## src/rtl/audio_pkg.sv

```systemverilog
// Shared audio definitions used by the I2S receiver and transmitter.
// Holds the default channel word width and the framing FSM encoding.
package audio_pkg;

    localparam int AUDIO_DW_DEFAULT = 8;

    typedef enum logic [1:0] {
        ST_HUNT  = 2'd0,
        ST_LEFT  = 2'd1,
        ST_RIGHT = 2'd2
    } i2s_state_e;

endpackage

```

## src/rtl/sync_edge_det.sv

```systemverilog
// Two-flop synchronizer for one edge-detected line plus W level-only lines.
// All lines share the same latency, so sampled levels line up with the detected rise.
module sync_edge_det #(
    parameter int W = 1
) (
    input  logic         clk,
    input  logic         rst_n,
    input  logic         edge_i,
    input  logic [W-1:0] d_i,
    output logic [W-1:0] d_sync_o,
    output logic         rise_o
);

    logic         edge_meta_q;
    logic         edge_sync_q;
    logic         edge_dly_q;
    logic [W-1:0] d_meta_q;
    logic [W-1:0] d_sync_q;

    always_ff @(posedge clk) begin
        if (!rst_n) begin
            edge_meta_q <= 1'b0;
            edge_sync_q <= 1'b0;
            edge_dly_q  <= 1'b0;
            d_meta_q    <= '0;
            d_sync_q    <= '0;
        end else begin
            edge_meta_q <= edge_i;
            edge_sync_q <= edge_meta_q;
            edge_dly_q  <= edge_sync_q;
            d_meta_q    <= d_i;
            d_sync_q    <= d_meta_q;
        end
    end

    assign d_sync_o = d_sync_q;
    assign rise_o   = edge_sync_q & ~edge_dly_q;

endmodule

```

## src/rtl/i2s_rx.sv

```systemverilog
// I2S receiver: oversamples sck/ws/sd on clk, aligns to the left channel and
// delivers stereo frames through a valid/ready handshake with sticky error flags.
module i2s_rx
    import audio_pkg::*;
#(
    parameter int AUDIO_DW = AUDIO_DW_DEFAULT
) (
    input  logic                clk,
    input  logic                rst_n,
    input  logic                en_i,
    input  logic                sck_i,
    input  logic                ws_i,
    input  logic                sd_i,
    output logic [AUDIO_DW-1:0] l_data_o,
    output logic [AUDIO_DW-1:0] r_data_o,
    output logic                valid_o,
    input  logic                ready_i,
    output logic                locked_o,
    output logic                overrun_o,
    output logic                len_err_o,
    input  logic                clr_err_i
);

    localparam int            CW       = $clog2(AUDIO_DW + 1);
    localparam logic [CW-1:0] FULL_CNT = CW'(AUDIO_DW);

    logic       sck_rise;
    logic [1:0] pins_sync;
    logic       ws_s;
    logic       sd_s;

    sync_edge_det #(
        .W(2)
    ) u_sync (
        .clk     (clk),
        .rst_n   (rst_n),
        .edge_i  (sck_i),
        .d_i     ({sd_i, ws_i}),
        .d_sync_o(pins_sync),
        .rise_o  (sck_rise)
    );

    assign ws_s = pins_sync[0];
    assign sd_s = pins_sync[1];

    i2s_state_e          state_q, state_d;
    logic                prev_ws_q, prev_ws_d;
    logic [CW-1:0]       cnt_q, cnt_d;
    logic                extra_q, extra_d;
    logic [AUDIO_DW-1:0] word_q, word_d;
    logic [AUDIO_DW-1:0] l_hold_q, l_hold_d;
    logic [AUDIO_DW-1:0] l_data_q, l_data_d;
    logic [AUDIO_DW-1:0] r_data_q, r_data_d;
    logic                valid_q, valid_d;
    logic                overrun_q, overrun_d;
    logic                len_err_q, len_err_d;

    always_ff @(posedge clk) begin
        if (!rst_n) begin
            state_q   <= ST_HUNT;
            prev_ws_q <= 1'b0;
            cnt_q     <= '0;
            extra_q   <= 1'b0;
            word_q    <= '0;
            l_hold_q  <= '0;
            l_data_q  <= '0;
            r_data_q  <= '0;
            valid_q   <= 1'b0;
            overrun_q <= 1'b0;
            len_err_q <= 1'b0;
        end else begin
            state_q   <= state_d;
            prev_ws_q <= prev_ws_d;
            cnt_q     <= cnt_d;
            extra_q   <= extra_d;
            word_q    <= word_d;
            l_hold_q  <= l_hold_d;
            l_data_q  <= l_data_d;
            r_data_q  <= r_data_d;
            valid_q   <= valid_d;
            overrun_q <= overrun_d;
            len_err_q <= len_err_d;
        end
    end

    logic [AUDIO_DW-1:0] word_in;
    logic [CW-1:0]       cnt_in;
    logic                extra_in;
    logic                ws_edge;
    logic                len_bad;
    logic                frame_done;
    logic                set_len;
    logic                set_ovr;

    always_comb begin
        state_d    = state_q;
        prev_ws_d  = prev_ws_q;
        cnt_d      = cnt_q;
        extra_d    = extra_q;
        word_d     = word_q;
        l_hold_d   = l_hold_q;
        l_data_d   = l_data_q;
        r_data_d   = r_data_q;
        valid_d    = valid_q;
        word_in    = word_q;
        cnt_in     = cnt_q;
        extra_in   = extra_q;
        frame_done = 1'b0;
        set_len    = 1'b0;
        set_ovr    = 1'b0;

        // Bits land at their final position, so short words keep zero LSBs
        // and bits beyond the word width only raise the overflow marker.
        for (int i = 0; i < AUDIO_DW; i++) begin
            if (cnt_q == CW'(AUDIO_DW - 1 - i)) begin
                word_in[i] = sd_s;
            end
        end
        if (cnt_q == FULL_CNT) begin
            extra_in = 1'b1;
        end else begin
            cnt_in = cnt_q + 1'b1;
        end

        ws_edge = (ws_s != prev_ws_q);
        len_bad = extra_in || (cnt_in != FULL_CNT);

        if (sck_rise) begin
            prev_ws_d = ws_s;
        end

        if (!en_i) begin
            state_d = ST_HUNT;
        end else if (sck_rise) begin
            unique case (state_q)
                ST_HUNT: begin
                    if (prev_ws_q && !ws_s) begin
                        state_d = ST_LEFT;
                        word_d  = '0;
                        cnt_d   = '0;
                        extra_d = 1'b0;
                    end
                end
                ST_LEFT, ST_RIGHT: begin
                    if (ws_edge) begin
                        set_len = len_bad;
                        word_d  = '0;
                        cnt_d   = '0;
                        extra_d = 1'b0;
                        if (state_q == ST_LEFT) begin
                            l_hold_d = word_in;
                            state_d  = ST_RIGHT;
                        end else begin
                            frame_done = 1'b1;
                            state_d    = ST_LEFT;
                        end
                    end else begin
                        word_d  = word_in;
                        cnt_d   = cnt_in;
                        extra_d = extra_in;
                    end
                end
                default: state_d = ST_HUNT;
            endcase
        end

        // A completed frame may replace the presented one only if it is consumed now.
        if (frame_done) begin
            if (!valid_q || ready_i) begin
                l_data_d = l_hold_q;
                r_data_d = word_in;
                valid_d  = 1'b1;
            end else begin
                set_ovr = 1'b1;
            end
        end else if (valid_q && ready_i) begin
            valid_d = 1'b0;
        end

        overrun_d = (overrun_q && !clr_err_i) || set_ovr;
        len_err_d = (len_err_q && !clr_err_i) || set_len;
    end

    assign l_data_o  = l_data_q;
    assign r_data_o  = r_data_q;
    assign valid_o   = valid_q;
    assign locked_o  = (state_q != ST_HUNT);
    assign overrun_o = overrun_q;
    assign len_err_o = len_err_q;

endmodule
```

## config.mk

```make
export PLATFORM = sky130hd
export DESIGN_NAME = i2s_rx
export DESIGN_NICKNAME = d
export VERILOG_FILES = /design/src/rtl/audio_pkg.sv /design/src/rtl/sync_edge_det.sv /design/src/rtl/i2s_rx.sv
export SDC_FILE = /design/constraint.sdc
export NUM_CORES = 1
export LEC_CHECK = 0
export BUFFER_PORTS_ARGS = -buffer_cell sky130_fd_sc_hd__clkbuf_2
export CORE_MARGIN = 4
export CORE_UTILIZATION = 30
export CTS_CLUSTER_SIZE = 24
export DETAILED_ROUTE_END_ITERATION = 8
export HOLD_SLACK_MARGIN = 0.15
export SLEW_MARGIN = 0
export SYNTH_ARGS = -nofsm -noshare
export SYNTH_HDL_FRONTEND = slang
export SYNTH_HIERARCHICAL = 1
export SYNTH_SLANG_ARGS = --single-unit
```

## constraint.sdc

```tcl
create_clock -name clk -period 4.8 [get_ports clk]
set_input_delay 0.48 -clock clk [delete_from_list [all_inputs] [get_ports clk]]
set_output_delay 0.48 -clock clk [all_outputs]
set_load 0.01 [all_outputs]
```

# Word level (Yosys, flattened, before mapping)
# Cells that the tools add are included.
# Widths: inputs -> output; s select.
# totals
regBits	50
in_bits	8
output_inout_bits	20
word_cells	94
# op_classes
add_sub_neg	1
eq_ne	15
muxes	37
bitwise_logic	2
reduce_logical	23
# op_table
cell	n
$mux 1	25
$eq 4x3->1 const B	4
$mux 8	2
$pmux 8 s2	1
$mux 4	3
$eq 4x2->1 const B	2
$pmux 4 s2	1
$mux 2	3
$reduce_and 2->1	3
$reduce_bool 2->1	3
$reduce_and 5->1	1
$add 4x1->4 const B	1
$eq 4x1->1 const B	1
$eq 4x4->1 const B	1
$logic_and 1x1->1	4
$logic_not 4->1	1
$logic_or 1x1->1	4
$ne 2x2->1 const B	2
$ne 4x4->1 const B	1
$pmux 2 s2	1
$reduce_and 4->1	1
$logic_not 1->1	3
$reduce_and 3->1	1
$eq 2x1->1 const B	1
8 further kinds	8

# Longest topological paths before layout
# Gate-level depths: netlist of the first run.
# logic_depth
word_depth	9
ltp_mapped	7
mapped_depth_nobuf	6

# Hierarchy
# Netlist of the first run, hierarchy kept.
# modules_own_cells
mod	instances	cells_per_inst	area_per_inst_um2	seq_area_each_um2
i2s_rx	1	204	1865.5	860.8
sync_edge_det	1	15	190.2	140.1

# Worst setup path after synthesis of the first run
# No wires, ideal clock.
# synth_path
path_kind	reg-to-reg
startpoint	register u_sync.d_sync_q[0], in the netlist u_sync/d_sync_o[0]
endpoint	register l_data_q[3], in the netlist l_data_o[3]
setup_ps	116
arrival_ps	1639
required_time_ps	4684
setup_slack_ps	3045
path_stages_with_launch	8
path_buffers	1
synth_period_minus_slack_ps	1755
cell_sequence	dfxtp_1 -> inv_1 -> ha_1 -> nand4b_2 -> nor3_4 -> buf_6 -> mux2i_1 -> nor2b_1
# synth_via
elab_chain_len	6
# synth_rtl
item	line_no	rtl
start: declaration	sync_edge_det.sv:18	logic [W-1:0] d_sync_q;
start signal: assignment	sync_edge_det.sv:32	d_sync_q <= d_meta_q;
$ne 1x1->1	i2s_rx.sv:125	ws_edge = (ws_s != prev_ws_q);
$mux 1	i2s_rx.sv:145	if (ws_edge) begin
$mux 1	i2s_rx.sv:135	unique case (state_q)
$mux 1	i2s_rx.sv:134	end else if (sck_rise) begin
$mux 1	i2s_rx.sv:132	if (!en_i) begin
$reduce_and 2->1 (no source line)	-	
end signal: assignment	i2s_rx.sv:78	l_data_q <= l_data_d;
end: declaration	i2s_rx.sv:52	logic [AUDIO_DW-1:0] l_data_q, l_data_d;
# Every way passes these cells.
# A chain may end at the register's enable or synchronous reset.

# Worst setup path in the final report of the first run
# layout_path
startpoint	register u_sync.d_sync_q[0], in the netlist u_sync/d_sync_o[0]
endpoint	register l_data_q[2], in the netlist l_data_o[2]
# The elaborated chain is that of the path after synthesis.

==> summary.md, run 1 <==
| Metric | Value |
|---|---|
| Crit path DAT | 2450 ps |
| Req. time, crit path | 5000 ps |
| Vias in the first global route | 1,491 |
| GPL Wtd Cong | 0.802 |
| Worst-margin pin slew | 999 ps |
| Pin count of the biggest net entering global routing | 53 |
| Die Ht | 90.8 microns |
| Fillers | 653 |
| Die X | 90.8 microns |
| Register bit total from synthesis | 50 |
| Syn Nets | 236 |
| IO buf count | 27 |
| Yosys warning count | 6 |
| Remaining DRCs | 0 |
| DR vias/cell | 4.68 |
| MaxCap Viol Count | 0 |
| First-pass GRT wire length | 7100 microns |
| Max transition margin | 33.2% |
| Setup CP Type | flop to flop |
| Syn Area/Cell | 9.39 sq um |
| Post-layout nets | 261 |
| DR vias | 1,508 |
| Fmax | 445 MHz |
| Final Hold Fails | 0 |
| CP peak stage delay | 850 ps |
| GRT overflow | 0 |
| Area growth, synth to finish | 13.9% |
| Placed Cells | 314 |
| TritonRoute pass-1 iters | 4 |
| Area of the mapped netlist | 2060 sq um |
| WL final | 3930 microns |
| Clk root buf | clkbuf_8 |
| Max clock buf depth | 2 |
| Hold crit path type | primary input to flop |
| Post-cts hold buffer count | 0 |
| Ant. Diodes | 0 |
| Seq/Total Area, Yosys | 48.7% |
| # IOs | 28 |
| Leakage | 0.970 nW |
| Cell count after synthesis | 219 |
| CTS H-tree lvls | 2 |
| Final Skew | 9.61 ps |
| Fraction of layout cells with a size suffix above 1 | 15.9% |
| Antenna Nets Post-Route | 0 |
| Die ar. | 8240 sq um |
| Post-synth cell types | 32 |
| Worst-Skew Late Latency | 310 ps |
| Routed WL per cell | 12.2 microns |
| RSZ-0062 raised after global routing | false |
| Initial antenna violation count | 0 |
| Core Footprint | 6490 sq um |
| Endpoint class of the critical path | flop |
| Fin Setup TNS | 0 ps |
| Cell chain of the critical path | inv_1 -> ha_1 -> nand4b_2 -> nor3_4 -> mux2i_1 -> nor2b_1 |
| VDD IR max | 0.000128 V |
| CTS Sinks | 50 |
| Register area | 1000 sq um |
| PwrDens | 297 nW/um^2 |
| Tcrit/Tclk final | 46.8% |
| Critical path peak fanout | 24 |
| TritonCTS Buffers | 5 |
| Final setup viols | 0 |
| 1st-iter DRT viols | 80 |
| Post-CTS resize count | 0 |
| CP max-delay cell | nor3_4 |
| CTS tree | yes |
| Area of the multi-input gates | 978 sq um |
| Outcome | completed |
| Final count of pins violating max slew | 0 |
| Clock-pin slew on the worst setup and hold paths | 90 ps |
| Starting Density | 31.7% |
| HPWL after DPL | 2770 microns |
| Element type at the critical path start | flop |
| Setup bufs post-CTS | 0 |
| Final Non-Filler Cells | 322 |
| Row count | 29 |
| Total Routing Usage GR | 10.3% |
| Final Critical Period | 2250 ps |
## sequential cells by signal, summed over array words and instances (netlist names)
register,count
overrun_o,1
len_err_o,1
r_data_o,8
u_sync/d_sync_o,2
l_hold_q,8
cnt_q,4
l_data_o,8
extra_q,1
u_sync/edge_meta_q,1
u_sync/edge_sync_q,1
word_q,8
u_sync/edge_dly_q,1
prev_ws_q,1
valid_o,1
u_sync/d_meta_q,2
state_q,2
## final timing paths
kind                                    startpoint  slack, ps                  to  cells after the start
worst max-delay path            u_sync/d_sync_o[0]       2550         l_data_o[2]                      6
worst min-delay path                          ws_i        380  u_sync/d_meta_q[0]                      2
worst max register to register  u_sync/d_sync_o[0]       2550         l_data_o[2]                      6
worst min register to register  u_sync/d_meta_q[0]        440  u_sync/d_sync_o[0]                      1
## through the flow
stage          worst slack (ps)  util (%)  hold slack, ps  instance area, sq um  total power, W
6_report                   2550      36.0             377                  2340        0.000695
5_1_grt                    2240      36.0             359                  2340        0.000725
4_1_cts                    2530      36.0             365                  2340        0.000704
3_5_place_dp               2540      34.6             416                  2240        0.000444
3_3_place_gp               2600      34.6             416                  2240        0.000444
2_1_floorplan              3050         -             406                  2060        0.000438
## kinds of logic (layout without fill, tap and decap cells)
family / after synthesis / count (layout) / share of synthesized area (%)
flip-flops: 50 / 50 / 48.7
AO/OA/AOI/OAI: 52 / 52 / 13.9
XOR/XNOR: 2 / 2 / 0.852
multiplexers: 18 / 18 / 8.76
adder cells (fa/ha/maj): 9 / 9 / 5.48
buffers and inverters: 17 / 43 / 3.71
AND/OR/NAND/NOR: 71 / 71 / 18.6
## Yosys cell counts, drive strengths merged
cell    count  area, sq um
a21oi      20          100
nand2      25         93.8
buf         4         27.5
nand4       1         6.26
nor2b      15         93.8
clkbuf      6         22.5
nor3        2         21.3
o211a       1         10.0
o21ai      18         90.1
o21a        1         7.51
and2        8         50.1
or3         3         23.8
ha          9          113
nand2b      1         6.26
nor2        9         33.8
nand3       3         15.0
mux2i      18          180
inv         7         26.3
o211ai      1         7.51
xor2        2         17.5
nand3b      2         15.0
nand4b      1         15.0
dfxtp      50         1000
a21boi      1         7.51
o22ai      10         62.6
and3b       1         8.76
## area by class of cell
type,count,share of cell area (%)
well taps,77,4.12
clock inverters,3,1.18
repair buffers,28,6.09
clock buffers,5,2.94
flip-flops and latches,50,42.8
inverters,7,1.12
multi-input cells,152,41.8
## power breakdown
group	total, W	internal, W	switching [W]
registers	0.000418	0.000417	0.00000130
logic	0.0000153	0.00000641	0.00000888
clock network	0.000261	0.000108	0.000153
total	0.000695	0.000532	0.000163
## per-layer routing
| metal | up-vias | wire, microns | share of wire [%] | global-route usage (%) |
|---|---|---|---|---|
| li1 | 801 | - | - | - |
| met1 | 686 | 2000 | 51 | 14.3 |
| met2 | 16 | 1790 | 46 | 15.7 |
| met3 | 5 | 76 | 1.9 | 2.17 |
| met4 | 0 | 61 | 1.6 | 3.77 |
| met5 | - | 0 | 0 | 0 |
## worst max-delay path, delay by kind of cell, from the launching register on
kind	cells	cell delay (ps)
adder cells (fa/ha/maj)	1	300
AND/OR/NAND/NOR	3	1190
multiplexers	1	270
buffers and inverters	1	40
flip-flops	1	340
## cell usage in the layout, fill, tap and decap left out
| master | Yosys | layout |
|---|---|---|
| nor3_4 | 1 | 1 |
| clkbuf_2 | 0 | 27 |
| buf_4 | 1 | 1 |
| nor2_1 | 9 | 9 |
| nor2b_1 | 15 | 15 |
| nand2b_1 | 1 | 1 |
| nor3_1 | 1 | 1 |
| o21a_1 | 1 | 1 |
| nand4b_2 | 1 | 1 |
| or3_1 | 2 | 2 |
| inv_6 | 0 | 1 |
| mux2i_1 | 18 | 18 |
| o211ai_1 | 1 | 1 |
| ha_1 | 9 | 9 |
| o22ai_1 | 10 | 10 |
| nand3_1 | 3 | 3 |
| or3_4 | 1 | 1 |
| dfxtp_1 | 50 | 50 |
| inv_1 | 7 | 7 |
| o21ai_0 | 15 | 15 |
| and2_1 | 8 | 8 |
| clkinvlp_4 | 0 | 1 |
| nand2_1 | 25 | 25 |
| a21boi_0 | 1 | 1 |
| o21ai_1 | 3 | 3 |
| o211a_1 | 1 | 1 |
| a21oi_1 | 20 | 20 |
| inv_8 | 0 | 1 |
| and3b_1 | 1 | 1 |
| nand3b_1 | 2 | 2 |
| nand4_1 | 1 | 1 |
| clkbuf_8 | 0 | 5 |
| xor2_1 | 2 | 2 |
No activity file was read; power rests on OpenSTA's default activity.
==> run 2: changes to the inputs <==
--- a/config.mk
+++ b/config.mk
@@ -5,6 +5,7 @@
 export SDC_FILE = /design/constraint.sdc
 export NUM_CORES = 1
 export LEC_CHECK = 0
+export ABC_AREA = 1
 export BUFFER_PORTS_ARGS = -buffer_cell sky130_fd_sc_hd__clkbuf_2
 export CORE_MARGIN = 4
 export CORE_UTILIZATION = 30
==> constraint.sdc (replaced) <==
create_clock -name clk -period 2.3 [get_ports clk]
set_input_delay 0.23 -clock clk [delete_from_list [all_inputs] [get_ports clk]]
set_output_delay 0.23 -clock clk [all_outputs]
set_load 0.01 [all_outputs]
==> summary.md, run 2 <==
| Metric | Value |
|---|---|
| Die Ht | 93.4 microns |
| GRT overflow | 0 |
| Worst-margin pin slew | 579 ps |
| Syn Nets | 313 |
| Critical path peak fanout | 16 |
| Post-cts hold buffer count | 3 |
| Fillers | 732 |
| Register area | 1000 sq um |
| Core Footprint | 6940 sq um |
| Synth cell count leaders | nand2_1, dfxtp_1, a21oi_1 |
| CTS Sinks | 50 |
| Ys async rst share | 0% |
| First-pass GRT wire length | 7480 microns |
| Commonest cells after routing, fill and taps aside | nand2_1, dfxtp_1, a21oi_1, inv_1, clkbuf_2 |
| Element type at the critical path start | flop |
| GPL Wtd Cong | 0.772 |
| Final Critical Period | 1810 ps |
| Starting Density | 31.5% |
| Worst-Skew Late Latency | 300 ps |
| CTS H-tree lvls | 2 |
| Largest area contributor in the netlist | dfxtp_1 |
| Outcome | completed |
| Remaining DRCs | 0 |
| Clock-pin slew on the worst setup and hold paths | 90 ps |
| Final Skew | 9.06 ps |
| Area growth, synth to finish | 14.1% |
| Fin Setup TNS | 0 ps |
| WL final | 4310 microns |
| Row count | 30 |
| CTS tree | yes |
| TritonCTS Buffers | 5 |
| Syn Area/Cell | 7.38 sq um |
| Cell count after synthesis | 296 |
| DR vias/cell | 4.32 |
| Final setup viols | 0 |
| Most common cell in the netlist | nand2_1 |
| Area of the mapped netlist | 2190 sq um |
| Met2 routed WL | 1980 microns |
| VDD IR max | 0.000241 V |
| Register bit total from synthesis | 50 |
| Leakage | 1.01 nW |
| Max clock buf depth | 2 |
| HPWL after DPL | 3050 microns |
| Routed WL per cell | 10.2 microns |
| Final Hold Fails | 0 |
| Endpoint class of the critical path | flop |
| Antenna Nets Post-Route | 0 |
| PwrDens | 565 nW/um^2 |
| Crit path DAT | 2040 ps |
| IO buf count | 27 |
| Die ar. | 8720 sq um |
| # IOs | 28 |
| Yosys warning count | 6 |
| RSZ-0062 raised after global routing | false |
| Area of the multi-input gates | 990 sq um |
| Pin count of the biggest net entering global routing | 36 |
| Critical path origin | state_q[0] |
| Final count of pins violating max slew | 0 |
| Final std cell area, no fill | 2490 sq um |
| Fraction of layout cells with a size suffix above 1 | 14.7% |
| Post-layout nets | 342 |
| DR vias | 1,822 |
| Vias in the first global route | 1,713 |
| Cell area after placement | 2380 sq um |
| TritonRoute pass-1 iters | 4 |
| Max transition margin | 61.3% |
| Total Routing Usage GR | 10.4% |
| Die X | 93.4 microns |
| Top cells by area, synth | dfxtp_1, nand2_1, a21oi_1, ha_1, inv_1 |
| Initial antenna violation count | 0 |
| Post-CTS resize count | 0 |
| Number of synthesized flops with an enable pin | 0 |
| Req. time, crit path | 2520 ps |
| Top FF cell, synth | dfxtp_1 |
| Post-synth cell types | 24 |
| 1st-iter DRT viols | 78 |
| Commonest non-fill, non-tap cell in the layout | nand2_1 |
| Reg-to-Reg Start | state_q[0] |
| Met3 WL post-DR | 178 microns |
| MaxCap Viol Count | 0 |
| Setup bufs post-CTS | 0 |
| DR top layer | met4 |
| Fmax | 552 MHz |
| Top cell type's share of synthesized area | 45.8% |
| Setup CP Type | flop to flop |
| M1 wire length | 2140 microns |
| Tcrit/Tclk final | 78.8% |
| Clk root buf | clkbuf_8 |
| Seq/Total Area, Yosys | 45.8% |
| Hold crit path type | primary input to flop |
| Worst Min Path Start | en_i |
| Ant. Diodes | 0 |
## run 2: through the flow
| stage | instances | setup WS (ps) | util, % | hold WS, ps | power, W |
|---|---|---|---|---|---|
| detailed placement | 411 | 479 | 34.2 | 398 | 0.000932 |
| floorplan | 296 | 731 | - | 323 | 0.000917 |
| CTS | 422 | 465 | 35.9 | 178 | 0.00144 |
| global placement | 411 | 553 | 34.2 | 393 | 0.000931 |
| global route | 422 | 275 | 35.9 | 178 | 0.00148 |
| finish | 422 | 487 | 35.9 | 181 | 0.00141 |
## run 2: final cells by class
class	instances	share of cell area, %
clock buffer	6	2.91
clock inverter	2	0.552
inverter	31	4.67
multi-input combinational	205	39.7
sequential	50	40.1
tap	96	4.82
timing repair buffer	32	7.23
## run 2: routing by layer
metal / GRT usage (%) / up-vias
met4: 1.83 / 0
met5: 0 / -
met1: 13.3 / 807
li1: - / 979
met2: 17.7 / 33
met3: 2.74 / 3
## run 2: final timing paths
check | endpoint | slack, ps | depth (start not counted)
worst max-delay path | r_data_o[4] | 490 | 8
worst min-delay path | state_q[1] | 180 | 3
worst max register to register | r_data_o[4] | 490 | 8
worst min register to register | u_sync/d_sync_o[0] | 410 | 2
## run 2: kinds of logic after synthesis
logic type	count (synthesis)	share of synthesized area (%)
flip-flops	50	45.8
adder cells (fa/ha/maj)	9	5.15
AND/OR/NAND/NOR	144	27.2
AO/OA/AOI/OAI	52	12.9
buffers and inverters	41	8.93
## run 2: critical path: stages (launching register included)
cell	delay, ps
dfxtp_1	380
inv_1	80
ha_1	300
inv_1	40
nor2_1	110
nand2_2	100
nor3_4	460
nand2_1	110
a21oi_1	160
## run 2: report_power, final
group | internal [W] | total (W) | switching, W
Sequential | 0.000871 | 0.000873 | 0.00000199
Clock | 0.000215 | 0.000495 | 0.000280
Combinational | 0.0000141 | 0.0000415 | 0.0000274
==> run 3: changes to the inputs <==
==> constraint.sdc (replaced) <==
create_clock -name clk -period 1.5 [get_ports clk]
set_input_delay 0.15 -clock clk [delete_from_list [all_inputs] [get_ports clk]]
set_output_delay 0.15 -clock clk [all_outputs]
set_load 0.01 [all_outputs]
==> summary.md, run 3 (same netlist as run 2, synthesis figures left out) <==
| Metric | Value |
|---|---|
| Vias in the first global route | 1,799 |
| Final Critical Period | 1530 ps |
| Setup CP Type | flop to flop |
| VDD IR max | 0.000347 V |
| Critical path peak fanout | 8 |
| PwrDens | 782 nW/um^2 |
| First-pass GRT wire length | 8250 microns |
| Tcrit/Tclk final | 102% |
| GPL Wtd Cong | 0.776 |
| Commonest cells after routing, fill and taps aside | nand2_1, dfxtp_1, a21oi_1, clkbuf_2, inv_1 |
| CTS tree | yes |
| Worst-Skew Late Latency | 320 ps |
| DR vias | 1,928 |
| Reg-to-Reg Start | state_q[1] |
| Final Non-Filler Cells | 449 |
| Hold crit path type | primary input to flop |
| MaxCap Viol Count | 0 |
| Pin count of the biggest net entering global routing | 36 |
| RSZ-0062 raised after global routing | true |
| Die X | 93.4 microns |
| Worst Min Path Start | rst_n |
| Antenna Nets Post-Route | 0 |
| Critical path origin | state_q[1] |
| Die Ht | 93.4 microns |
| TritonCTS Buffers | 5 |
| Final count of pins violating max slew | 0 |
| # IOs | 28 |
| Endpoint class of the critical path | flop |
| HPWL after DPL | 3420 microns |
| IO buf count | 27 |
| Placed Cells | 433 |
| Row count | 30 |
| Total Routing Usage GR | 11.7% |
| Area growth, synth to finish | 32.5% |
| Post-layout nets | 369 |
| Routed WL per cell | 10.9 microns |
| Outcome | finished, violations left |
| DR vias/cell | 4.29 |
| 1st-iter DRT viols | 84 |
| TritonRoute pass-1 iters | 4 |
| Commonest non-fill, non-tap cell in the layout | nand2_1 |
| Worst-margin pin slew | 521 ps |
| WL final | 4910 microns |
| Final Skew | 13.9 ps |
| Setup ws final | -32.4 ps |
| Remaining DRCs | 0 |
| Clock-pin slew on the worst setup and hold paths | 90 ps |
| Failing checks | negative setup slack |
| CTS Sinks | 50 |
| Fraction of layout cells with a size suffix above 1 | 32.0% |
| Initial antenna violation count | 0 |
| Leakage | 1.25 nW |
| Post-layout power | 0.00226 W |
| Max transition margin | 64.9% |
| GRT overflow | 0 |
| Element type at the critical path start | flop |
| Core Footprint | 6940 sq um |
| Ant. Diodes | 0 |
| Clk root buf | clkbuf_8 |
| Die ar. | 8720 sq um |
| Max clock buf depth | 2 |
| Final Hold Fails | 0 |
| CTS H-tree lvls | 2 |
| Final setup viols | 13 |
| Util after Layout | 41.7% |
| Crit path DAT | 1780 ps |
| Starting Density | 31.5% |
| Fmax | 653 MHz |
| Req. time, crit path | 1750 ps |
run 3: changes by cell type in the layout (fill, tap and decap cells not counted), moves of 7 or more:
cell	delta
buf_4	+20
nand2_1	-18
nand2_2	+12
nand2_4	+7
run 3: repair_timing:
item                                    4_1_cts  5_1_grt
hold buffers                                  5        0
endpoints found under the hold margin         7        0
resized for setup                            15       31
setup buffers                                 2        1
pin swaps                                    12       13
gates cloned                                  2        0
endpoints found under the setup margin       22       40
run 3: worst paths after layout:
| kind | to | slack (ps) | depth (start not counted) |
|---|---|---|---|
| worst min register to register | u_sync/d_sync_o[0] | 410 | 2 |
| worst min-delay path | u_sync/edge_meta_q | 240 | 4 |
| worst max-delay path | r_data_o[1] | -30 | 9 |
| worst max register to register | r_data_o[1] | -30 | 9 |
run 3: critical path, cell delays in order (launching register included):
cell and delay (ps):
dfxtp_2 340, inv_2 50, ha_4 260, inv_2 30, nor2_2 80, nand2_2 110, nor3_4 220, buf_6 180
nand2_2 70, a21oi_2 120
run 3: layout make-up:
cell class / instances / area [sq um]
sequential: 50 / 1010
timing repair buffer: 58 / 404
fill: 725 / 4050
clock inverter: 3 / 28.8
tap: 96 / 120
clock buffer: 5 / 68.8
multi-input combinational: 206 / 1150
inverter: 31 / 116
run 3: metal layers:
| metal | up-vias | wire, microns | global-route usage [%] |
|---|---|---|---|
| met5 | - | 0 | 0 |
| met4 | 0 | 45 | 2.56 |
| met3 | 6 | 221 | 3.62 |
| met2 | 28 | 2250 | 19.7 |
| met1 | 858 | 2390 | 14.8 |
| li1 | 1036 | - | - |
run 3: through the flow:
step | setup slack [ps] | hold WS, ps | setup TNS, ps | cell area (sq um)
2_1_floorplan | 0.968 | 243 | 0 | 2210
3_3_place_gp | -60.7 | 337 | -846 | 2570
3_5_place_dp | -96.5 | 334 | -1430 | 2570
4_1_cts | -30.0 | 234 | -206 | 2820
5_1_grt | -145 | 247 | -3290 | 2900
6_report | -32.4 | 242 | -217 | 2900
run 3: power breakdown:
| group | switching, W | total, W | internal (W) |
|---|---|---|---|
| clock network | 0.000498 | 0.000847 | 0.000349 |
| logic | 0.0000464 | 0.0000792 | 0.0000328 |
| registers | 0.00000359 | 0.00134 | 0.00133 |
| total | 0.000548 | 0.00226 | 0.00172 |
